**src/rtl/tt_mux_pkg.sv**
```systemverilog
// ----------------------------------------------------------------------------
// tt_mux_pkg
// Shared definitions for the project multiplexer controller:
//   state_t    - controller state encoding (IDLE, OFF, ARM, RUN)
//   IW_W       - width of the host-to-project input bus
//   OW_W       - width of one project's output slice
//   OFF_CYCLES - cycles with every project disabled before arming a new one
//   CNT_W      - width of the phase counter shared by OFF and ARM
// ----------------------------------------------------------------------------
package tt_mux_pkg;

   localparam int unsigned IW_W       = 18;
   localparam int unsigned OW_W       = 24;
   localparam int unsigned OFF_CYCLES = 2;
   localparam int unsigned CNT_W      = 8;

   typedef enum logic [1:0] {
      ST_IDLE = 2'd0,
      ST_OFF  = 2'd1,
      ST_ARM  = 2'd2,
      ST_RUN  = 2'd3
   } state_t;

endpackage : tt_mux_pkg

```
**src/rtl/tt_mux_ow_sel.sv**
```systemverilog
// ----------------------------------------------------------------------------
// tt_mux_ow_sel
// Picks the active project's 24-bit output slice out of the concatenated
// project output bus. The result is forced to zero while no project is
// enabled so a disabled project can never leak onto the shared pins.
//
// Build option: define MUX_CTRL_OUT_REG_EN to register the output
// (one extra cycle of latency, asynchronously reset to zero).
//
// Ports:
//   clk     in   clock (used only by the optional output register)
//   rst     in   asynchronous active-high reset
//   ow_bus  in   NUM_PROJ*OW_W project outputs, project 0 in the LSBs
//   addr    in   ADDR_W index of the active project
//   en      in   high when any project enable is asserted
//   ow_sel  out  OW_W selected output (zero when en is low)
// ----------------------------------------------------------------------------
module tt_mux_ow_sel
   import tt_mux_pkg::*;
#(
   parameter int NUM_PROJ = 16,
   parameter int ADDR_W   = 4
) (
   input  logic                     clk,
   input  logic                     rst,
   input  logic [NUM_PROJ*OW_W-1:0] ow_bus,
   input  logic [ADDR_W-1:0]        addr,
   input  logic                     en,
   output logic [OW_W-1:0]          ow_sel
);

   logic [OW_W-1:0] sel_comb;

   // Index match per slice rather than a variable part-select, so an address
   // beyond NUM_PROJ simply yields zero instead of an out-of-range slice.
   always_comb begin
      // NOTE: every combinational output gets a default first so no path
      // through the block can leave it unassigned and infer a latch.
      sel_comb = '0;
      if (en) begin
         for (int i = 0; i < NUM_PROJ; i++) begin
            if (addr == ADDR_W'(i)) begin
               sel_comb = ow_bus[i*OW_W +: OW_W];
            end
         end
      end
   end

`ifdef MUX_CTRL_OUT_REG_EN
   always_ff @(posedge clk or posedge rst) begin
      if (rst) begin
         ow_sel <= '0;
      end else begin
         ow_sel <= sel_comb;
      end
   end
`else
   // Clock and reset only matter for the registered build.
   logic unused_clk_rst;
   assign unused_clk_rst = clk ^ rst;
   assign ow_sel         = sel_comb;
`endif

endmodule : tt_mux_ow_sel

```
**src/rtl/tt_mux_ctrl.sv**
```systemverilog
// ----------------------------------------------------------------------------
// tt_mux_ctrl
// Time-multiplexes one host pin set across NUM_PROJ project wrappers.
// A select request switches projects through a safe sequence:
//   OFF (every enable low, project reset held, OFF_CYCLES cycles)
//   ARM (new project enabled, reset still held, RST_CYCLES cycles)
//   RUN (project reset released).
// An out-of-range request sets the sticky err flag and parks in IDLE.
//
// Build option: MUX_CTRL_OUT_REG_EN registers ow_sel (see tt_mux_ow_sel).
//
// Ports:
//   clk          in   sole clock
//   rst          in   asynchronous active-high reset
//   sel_valid    in   select request
//   sel_addr     in   ADDR_W requested project index
//   sel_ready    out  request accepted when high together with sel_valid
//   iw_host      in   18 host bus {uio_in, ui_in, rst_n, clk}
//   iw_proj      out  18 host bus with rst_n gated by the controller
//   ena          out  NUM_PROJ one-hot project enable
//   ow_bus       in   24*NUM_PROJ project outputs, project 0 in the LSBs
//   ow_sel       out  24 output of the selected project
//   active_addr  out  ADDR_W index of the current project
//   running      out  high in RUN
//   err          out  sticky invalid-address flag
// ----------------------------------------------------------------------------
module tt_mux_ctrl
   import tt_mux_pkg::*;
#(
   parameter int NUM_PROJ   = 16,
   parameter int ADDR_W     = 4,
   parameter int RST_CYCLES = 8   // legal 1..255, bounded by the 8-bit counter
) (
   input  logic                     clk,
   input  logic                     rst,
   input  logic                     sel_valid,
   input  logic [ADDR_W-1:0]        sel_addr,
   output logic                     sel_ready,
   input  logic [IW_W-1:0]          iw_host,
   output logic [IW_W-1:0]          iw_proj,
   output logic [NUM_PROJ-1:0]      ena,
   input  logic [NUM_PROJ*OW_W-1:0] ow_bus,
   output logic [OW_W-1:0]          ow_sel,
   output logic [ADDR_W-1:0]        active_addr,
   output logic                     running,
   output logic                     err
);

   state_t             state, state_nxt;
   logic [CNT_W-1:0]   cnt, cnt_nxt;
   logic [ADDR_W-1:0]  addr_nxt;
   logic               err_nxt;
   logic               xfer;
   logic               addr_ok;
   logic               ena_on;
   logic               proj_rst_n;

   assign sel_ready  = (state == ST_IDLE) || (state == ST_RUN);
   assign xfer       = sel_valid && sel_ready;
   assign addr_ok    = (32'(sel_addr) < 32'(NUM_PROJ));
   assign ena_on     = (state == ST_ARM) || (state == ST_RUN);
   assign proj_rst_n = (state == ST_RUN);
   assign running    = proj_rst_n;

   // ------------------------------------------------------------------------
   // State register
   // ------------------------------------------------------------------------
   always_ff @(posedge clk or posedge rst) begin
      if (rst) begin
         state       <= ST_IDLE;
         cnt         <= '0;
         active_addr <= '0;
         err         <= 1'b0;
      end else begin
         // NOTE: sequential state uses non-blocking assignments so every
         // register samples the pre-edge values of its neighbours.
         state       <= state_nxt;
         cnt         <= cnt_nxt;
         active_addr <= addr_nxt;
         err         <= err_nxt;
      end
   end

   // ------------------------------------------------------------------------
   // Next-state logic
   // ------------------------------------------------------------------------
   always_comb begin
      state_nxt = state;
      cnt_nxt   = cnt;
      addr_nxt  = active_addr;
      err_nxt   = err;

      unique case (state)
         ST_IDLE, ST_RUN: begin
            // A request in RUN restarts the switch sequence even for the
            // address already running, giving the project a fresh reset.
            if (xfer) begin
               cnt_nxt = '0;
               if (addr_ok) begin
                  addr_nxt  = sel_addr;
                  err_nxt   = 1'b0;
                  state_nxt = ST_OFF;
               end else begin
                  err_nxt   = 1'b1;
                  state_nxt = ST_IDLE;
               end
            end
         end

         ST_OFF: begin
            if (cnt == CNT_W'(OFF_CYCLES - 1)) begin
               cnt_nxt   = '0;
               state_nxt = ST_ARM;
            end else begin
               cnt_nxt   = cnt + 1'b1;
            end
         end

         ST_ARM: begin
            // Terminal count ends the phase, so the counter never wraps.
            if (cnt == CNT_W'(RST_CYCLES - 1)) begin
               cnt_nxt   = '0;
               state_nxt = ST_RUN;
            end else begin
               cnt_nxt   = cnt + 1'b1;
            end
         end

         default: begin
            state_nxt = ST_IDLE;
            cnt_nxt   = '0;
         end
      endcase
   end

   // ------------------------------------------------------------------------
   // One-hot enable: derived from a single address so at most one bit is set
   // ------------------------------------------------------------------------
   always_comb begin
      ena = '0;
      for (int i = 0; i < NUM_PROJ; i++) begin
         ena[i] = ena_on && (active_addr == ADDR_W'(i));
      end
   end

   // Only the project reset line (bit 1) is gated; the rest pass straight on.
   assign iw_proj = {iw_host[IW_W-1:2], iw_host[1] & proj_rst_n, iw_host[0]};

   tt_mux_ow_sel #(
      .NUM_PROJ (NUM_PROJ),
      .ADDR_W   (ADDR_W)
   ) u_ow_sel (
      .clk    (clk),
      .rst    (rst),
      .ow_bus (ow_bus),
      .addr   (active_addr),
      .en     (|ena),
      .ow_sel (ow_sel)
   );

endmodule : tt_mux_ctrl

```
**config.mk**
```make
export PLATFORM = sky130hd
export DESIGN_NAME = tt_mux_ctrl
export DESIGN_NICKNAME = d
export VERILOG_FILES = /design/src/rtl/tt_mux_pkg.sv /design/src/rtl/tt_mux_ow_sel.sv /design/src/rtl/tt_mux_ctrl.sv
export SDC_FILE = /design/constraint.sdc
export NUM_CORES = 1
export LEC_CHECK = 0
export CORE_AREA = 2 2 184 186
export DETAILED_ROUTE_END_ITERATION = 12
export DIE_AREA = 0 0 186 188
export PLACE_DENSITY = 0.48
export SLEW_MARGIN = 10
export SYNTH_ARGS = -nofsm -noshare
export SYNTH_HDL_FRONTEND = slang
export SYNTH_SLANG_ARGS = --single-unit
export TNS_END_PERCENT = 100
```
**constraint.sdc**
```tcl
create_clock -name clk -period 3 [get_ports clk]
set_input_delay 0.3 -clock clk [delete_from_list [all_inputs] [get_ports clk]]
set_output_delay 0.3 -clock clk [all_outputs]
set_load 0.05 [all_outputs]
```
# == After elaboration in Yosys (flattened, before gate mapping) ==
# Cells that the tools add are included.
# classes
n_addsub,1
multipliers,0
n_div,0
order_cmp,0
eq_ne,23
n_shift,0
mux,25
bitwise_logic,1
reduce_logical,25
# op_table
op,count
$mux 24,17
$eq 4x4->1 const B,8
$mux 8,3
$pmux 8 s3,1
$logic_and 1x1->1,17
$eq 4x3->1 const B,4
$reduce_or 16->1,1
$add 8x1->8 const B,1
$eq 4x2->1 const B,2
$eq 8x1->1 const B,1
$eq 8x3->1 const B,1
$mux 2,3
$pmux 2 s3,1
$eq 2x2->1 const B,2
$eq 4x1->1 const B,1
$logic_not 4->1,1
$ne 2x2->1 const B,2
$reduce_and 3->1,1
$eq 2x1->1 const B,1
$logic_not 2->1,1
$logic_or 1x1->1,2
$ne 2x1->1 const B,1
$reduce_and 2->1,1
$reduce_or 2->1,1
$and 1x1->1,1
# word_totals
reg_bits,14
latch_bits,0
mem_bits_rw,0
rom_bits,0
out_inout_bits,65
mem_count,0

# == Longest topological paths before layout ==
# depth
ltp_word,18
depth_mapped,9
ltp_nobuf,7

# == By module ==
# Synthesis repeated with hierarchy kept, for this count alone.
# hier_totals
hier_cells,688
area_unflattened_um2,4997.3
# by_module_without_submodules
mod,instances,cells_per_inst,area_each_um2,seq_area_each_um2
tt_mux_ow_sel,1,567,3970.1,0.0
tt_mux_ctrl,1,121,1027.2,350.3

# == Worst setup path after synthesis ==
# No wires, ideal clock.
# synth_path
path_type,flip-flop to output port
from,register active_addr[1]
to,output ow_sel[16]
t_arrival_ns,2.999
path_slack_ns,-0.299
path_stages_with_launch,9
path_cell_list,dfrtp_1 buf_2 and3b_1 clkbuf_1 buf_2 a21oi_1 o22ai_1 o21ai_0 a221oi_1
# synth_between
elab_chain_cells,18
elab_cells_between_ends,50
# synth_lines
element,line_no,text
from (decl),tt_mux_ctrl.sv:44,"output logic [ADDR_W-1:0] active_addr,"
from (signal assigned),tt_mux_ctrl.sv:79,active_addr <= addr_nxt;
$logic_not 4->1,"tt_mux_ow_sel.sv:42, tt_mux_ctrl.sv:142",
$mux 24 (16 in a row),tt_mux_ow_sel.sv:42,if (addr == ADDR_W'(i)) begin
$mux 24 (*),tt_mux_ow_sel.sv:40,if (en) begin
to (decl),tt_mux_ctrl.sv:43,"output logic [OW_W-1:0] ow_sel,"
# Every way passes the cells marked *; elsewhere a longest branch is shown, timed or not.

# == Final worst setup path ==
# layout_path
from,register active_addr[0]
to,output ow_sel[14]
# The elaborated chain is that of the path after synthesis.

==> impl_metrics.csv <==
group,metric,value,unit
timing,tightestPinTransition,669,ps
global_routing,track_usage,22.5,%
die,dieArea,35000,um2
clock_network,path_clk_slew,50,ps
detailed_routing,drtPass1Iterations,5,
global_routing,grt_pass1_vias,8236,
run_status,status,"finished, final reports clean",
synthesis,synth.top_cell.area_share,9.72,%
timing,rsz0062_at_grt,"false",
synthesis,synth_cells,737,
synthesis,ys_seq_elements,14,
worst_setup_path,worstPathArrival,2650,ps
global_routing,grt_max_degree,39,
synthesis,ys_async_sr_fraction,100,%
synthesis,synth.net_count,1152,
worst_setup_path,path_cells,"buf_4 -> or2_2 -> o22ai_1 -> a22o_1 -> o21ai_0 -> a21oi_1 -> buf_12",
clock_network,cts_buffer_depth,2,
die,initial_utilization,14.9,%
detailed_routing,vias,7963,
timing,setup_tns,0,ps
synthesis,ys_warn_count,0,
die,coreArea,33100,um2
global_routing,grt_antenna_before_repair,8,
synthesis,avgSynthCellArea,6.71,um2
die,chipHeight,188,um
clock_network,clk_latency,250,ps
detailed_routing,wl,41400,um
clock_network,cts_sinks,14,
die,fp.dieW,186,um
worst_setup_path,critPathMaxFanout,19,
power_and_ir_drop,p_per_area,1010,nW/um2
worst_setup_path,max_stage_delay,600,ps
global_routing,gr-total-overflow,0,
place,dpl.cell_count,1601,
die,boundaryPins,474,
detailed_routing,drtIter0Drc,509,
timing,fmax,339,MHz
timing,min_period_over_period,98.2,%
timing,fin_skew,2.71,ps
worst_setup_path,crit_required,2700,ps
synthesis,synth_area_leaders,"mux2i_1 (9.7%), a21oi_1 (7.5%), dfrtp_1 (7.1%)",
global_routing,grt_first_pass_wirelength,56800,um
finish,drive_above_1_share,14.5,%
synthesis,synth_most_common_cell,"a21oi_1",
timing,hold_viol_final,0,
clock_network,cts_buffers,3,
detailed_routing,drcViolationCount,0,
place,numPortBuffers,438,
die,rows,67,
timing,setup_viol,0,
worst_setup_path,slowest_stage,"dfrtp_4",
worst_setup_path,start_kind,"register",
synthesis,ys.flop_type,"dfrtp_1",
clock_network,tritoncts,"yes",
clock_network,post_cts_buffers,0,
finish,nets,1573,
timing,worst_slew_margin_rel,54.2,%
clock_network,root_buffer,"clkbuf_16",
min_path,hp-class,"in2async",
synthesis,synth_area,4940,um2
place,dp_hpwl,34300,um
synthesis,netlist_top_cells_count,"a21oi_1 (74), nand2_1 (67), o21ai_0 (64), nor2_1 (61), mux2i_1 (48)",
finish,instances_no_fill,1613,
run,maxCapViolations,0,
power_and_ir_drop,p_leak,3.89,nW
power_and_ir_drop,vdd_drop_max,0.000654,V
worst_setup_path,critPathKind,"reg2out",
timing,min_period,2950,ps
detailed_routing,ant_nets,0,
clock_network,htree_levels,1,
worst_setup_path,end_kind,"output pin",
timing,maxSlewViolCount,0,
detailed_routing,viasPerCell,4.94,
synthesis,ys_seq_area_share,7.09,%
synthesis,yosysUniqueCellTypes,71,
finish,area_growth,110,%
detailed_routing,wl_per_cell,25.7,um
synthesis,yosysTopAreaCell,"mux2i_1",
place,gp_congestion,0.861,
clock_network,ctsHoldBuffers,0,
synthesis,synth-edff-count,0,
==> worst paths after layout <==
| path | start | end | slack [ps] | cells after the start |
|---|---|---|---|---|
| max reg2reg | cnt[4]$_DFFE_PP0P_ | cnt[7]$_DFFE_PP0P_ | 960 | 5 |
| max in group asynchronous | rst | active_addr[3]$_DFFE_PP0P_ | 2110 | 2 |
| min reg2reg | state[1]$_DFFE_PP0P_ | state[1]$_DFFE_PP0P_ | 560 | 1 |
| min | rst | state[0]$_DFFE_PP0P_ | 430 | 2 |
| max | active_addr[0]$_DFFE_PP0P_ | ow_sel[14] | 50 | 7 |
| min in group clk | state[1]$_DFFE_PP0P_ | state[1]$_DFFE_PP0P_ | 560 | 1 |
==> per-stage QoR <==
| stage | util, % | instance area, um2 | hold WS, ps | setup slack, ps | total power [mW] |
|---|---|---|---|---|---|
| final | 31.4 | 10400 | 427 | 53.2 | 10.4 |
| after global routing | 31.4 | 10400 | 492 | 10.9 | 11.1 |
| after CTS | 31.2 | 10300 | 447 | 5.20 | 10.4 |
| after detailed placement | 30.9 | 10200 | 554 | 131 | 10.1 |
| after global placement | 30.9 | 10200 | 535 | 158 | 10.1 |
| after floorplan | - | 4990 | 189 | 19.2 | 5.96 |
==> worst max-delay path: cells and delay by family, from the launching register on <==
family                 cells  cell delay (ps)
flip-flops                 1              600
AND/OR/NAND/NOR            1              400
buffers and inverters      2              420
AO/OA/AOI/OAI              4              970
==> where the power goes <==
| part | internal (mW) | switching (mW) | leakage [nW] | total, mW |
|---|---|---|---|---|
| combinational | 3.73 | 6.01 | 3.67 | 9.74 |
| sequential | 0.261 | 0.158 | 0.176 | 0.419 |
| clock | 0.203 | 0.0840 | 0.0442 | 0.287 |
| total | 4.20 | 6.25 | 3.89 | 10.4 |
==> sequential cells by signal, indices dropped and copies added, names as in the netlist <==
register,count
active_addr,4
state,2
cnt,8
==> what timing repair did <==
item / in CTS / in global routing
resized for setup: 3 / 10
gates cloned: 0 / 0
pin swaps: 0 / 1
endpoints found under the setup margin: 2 / 11
==> layout make-up <==
class / count / area, um2
Fill cell: 3549 / 22700
Timing Repair Buffer: 509 / 5150
Multi-Input combinational cell: 616 / 4150
Tap cell: 448 / 561
Sequential cell: 14 / 363
Clock buffer: 4 / 88.8
Inverter: 14 / 52.6
Antenna cell: 8 / 20.0
==> placed cells by master, fill, tap and decap left out, types with 5 or more instances in the layout <==
master           instances
mux2i_1                 48
nand3_1                 12
a2111oi_0                6
o32ai_1                  9
nor2b_1                  8
a211oi_1                 5
nand2b_1                12
buf_12                  26
a22o_1                   9
nor3_1                  14
buf_4                   83
a21oi_1                 73
and2_1                   5
a221oi_1                11
nor2_1                  61
nand2_1                 67
a21o_1                   8
a22oi_1                 16
diode_2                  8
o221ai_1                13
a221oi_2                 6
a221o_1                  6
o211ai_1                15
inv_1                   13
mux2_2                  11
ha_1                     6
mux4_2                   5
dfrtp_1                 10
a31oi_1                  6
o21ai_0                 63
o22ai_1                 44
clkdlybuf4s50_1        398
==> layer usage <==
metal  GRT usage, %  wire, um  vias to the layer above
met5              0        13                        -
met2           38.3     20000                      411
met4           6.15       903                        2
met1           28.5     17500                     3830
met3           4.47      3110                       48
li1               -         -                     3672
==> kinds of logic (layout without fill, tap and decap cells) <==
group / Yosys count / in the layout / share of synthesized area, %
other cells: 1 / 9 / 0.0759
mux: 64 / 64 / 14.5
simple gates: 220 / 220 / 22.2
fa+ha+maj: 6 / 6 / 1.52
xor+xnor: 1 / 1 / 0.177
buf+inv: 107 / 527 / 11.0
flops: 14 / 14 / 7.09
compound gates: 324 / 324 / 43.4
(Power assumes the default switching activity.)
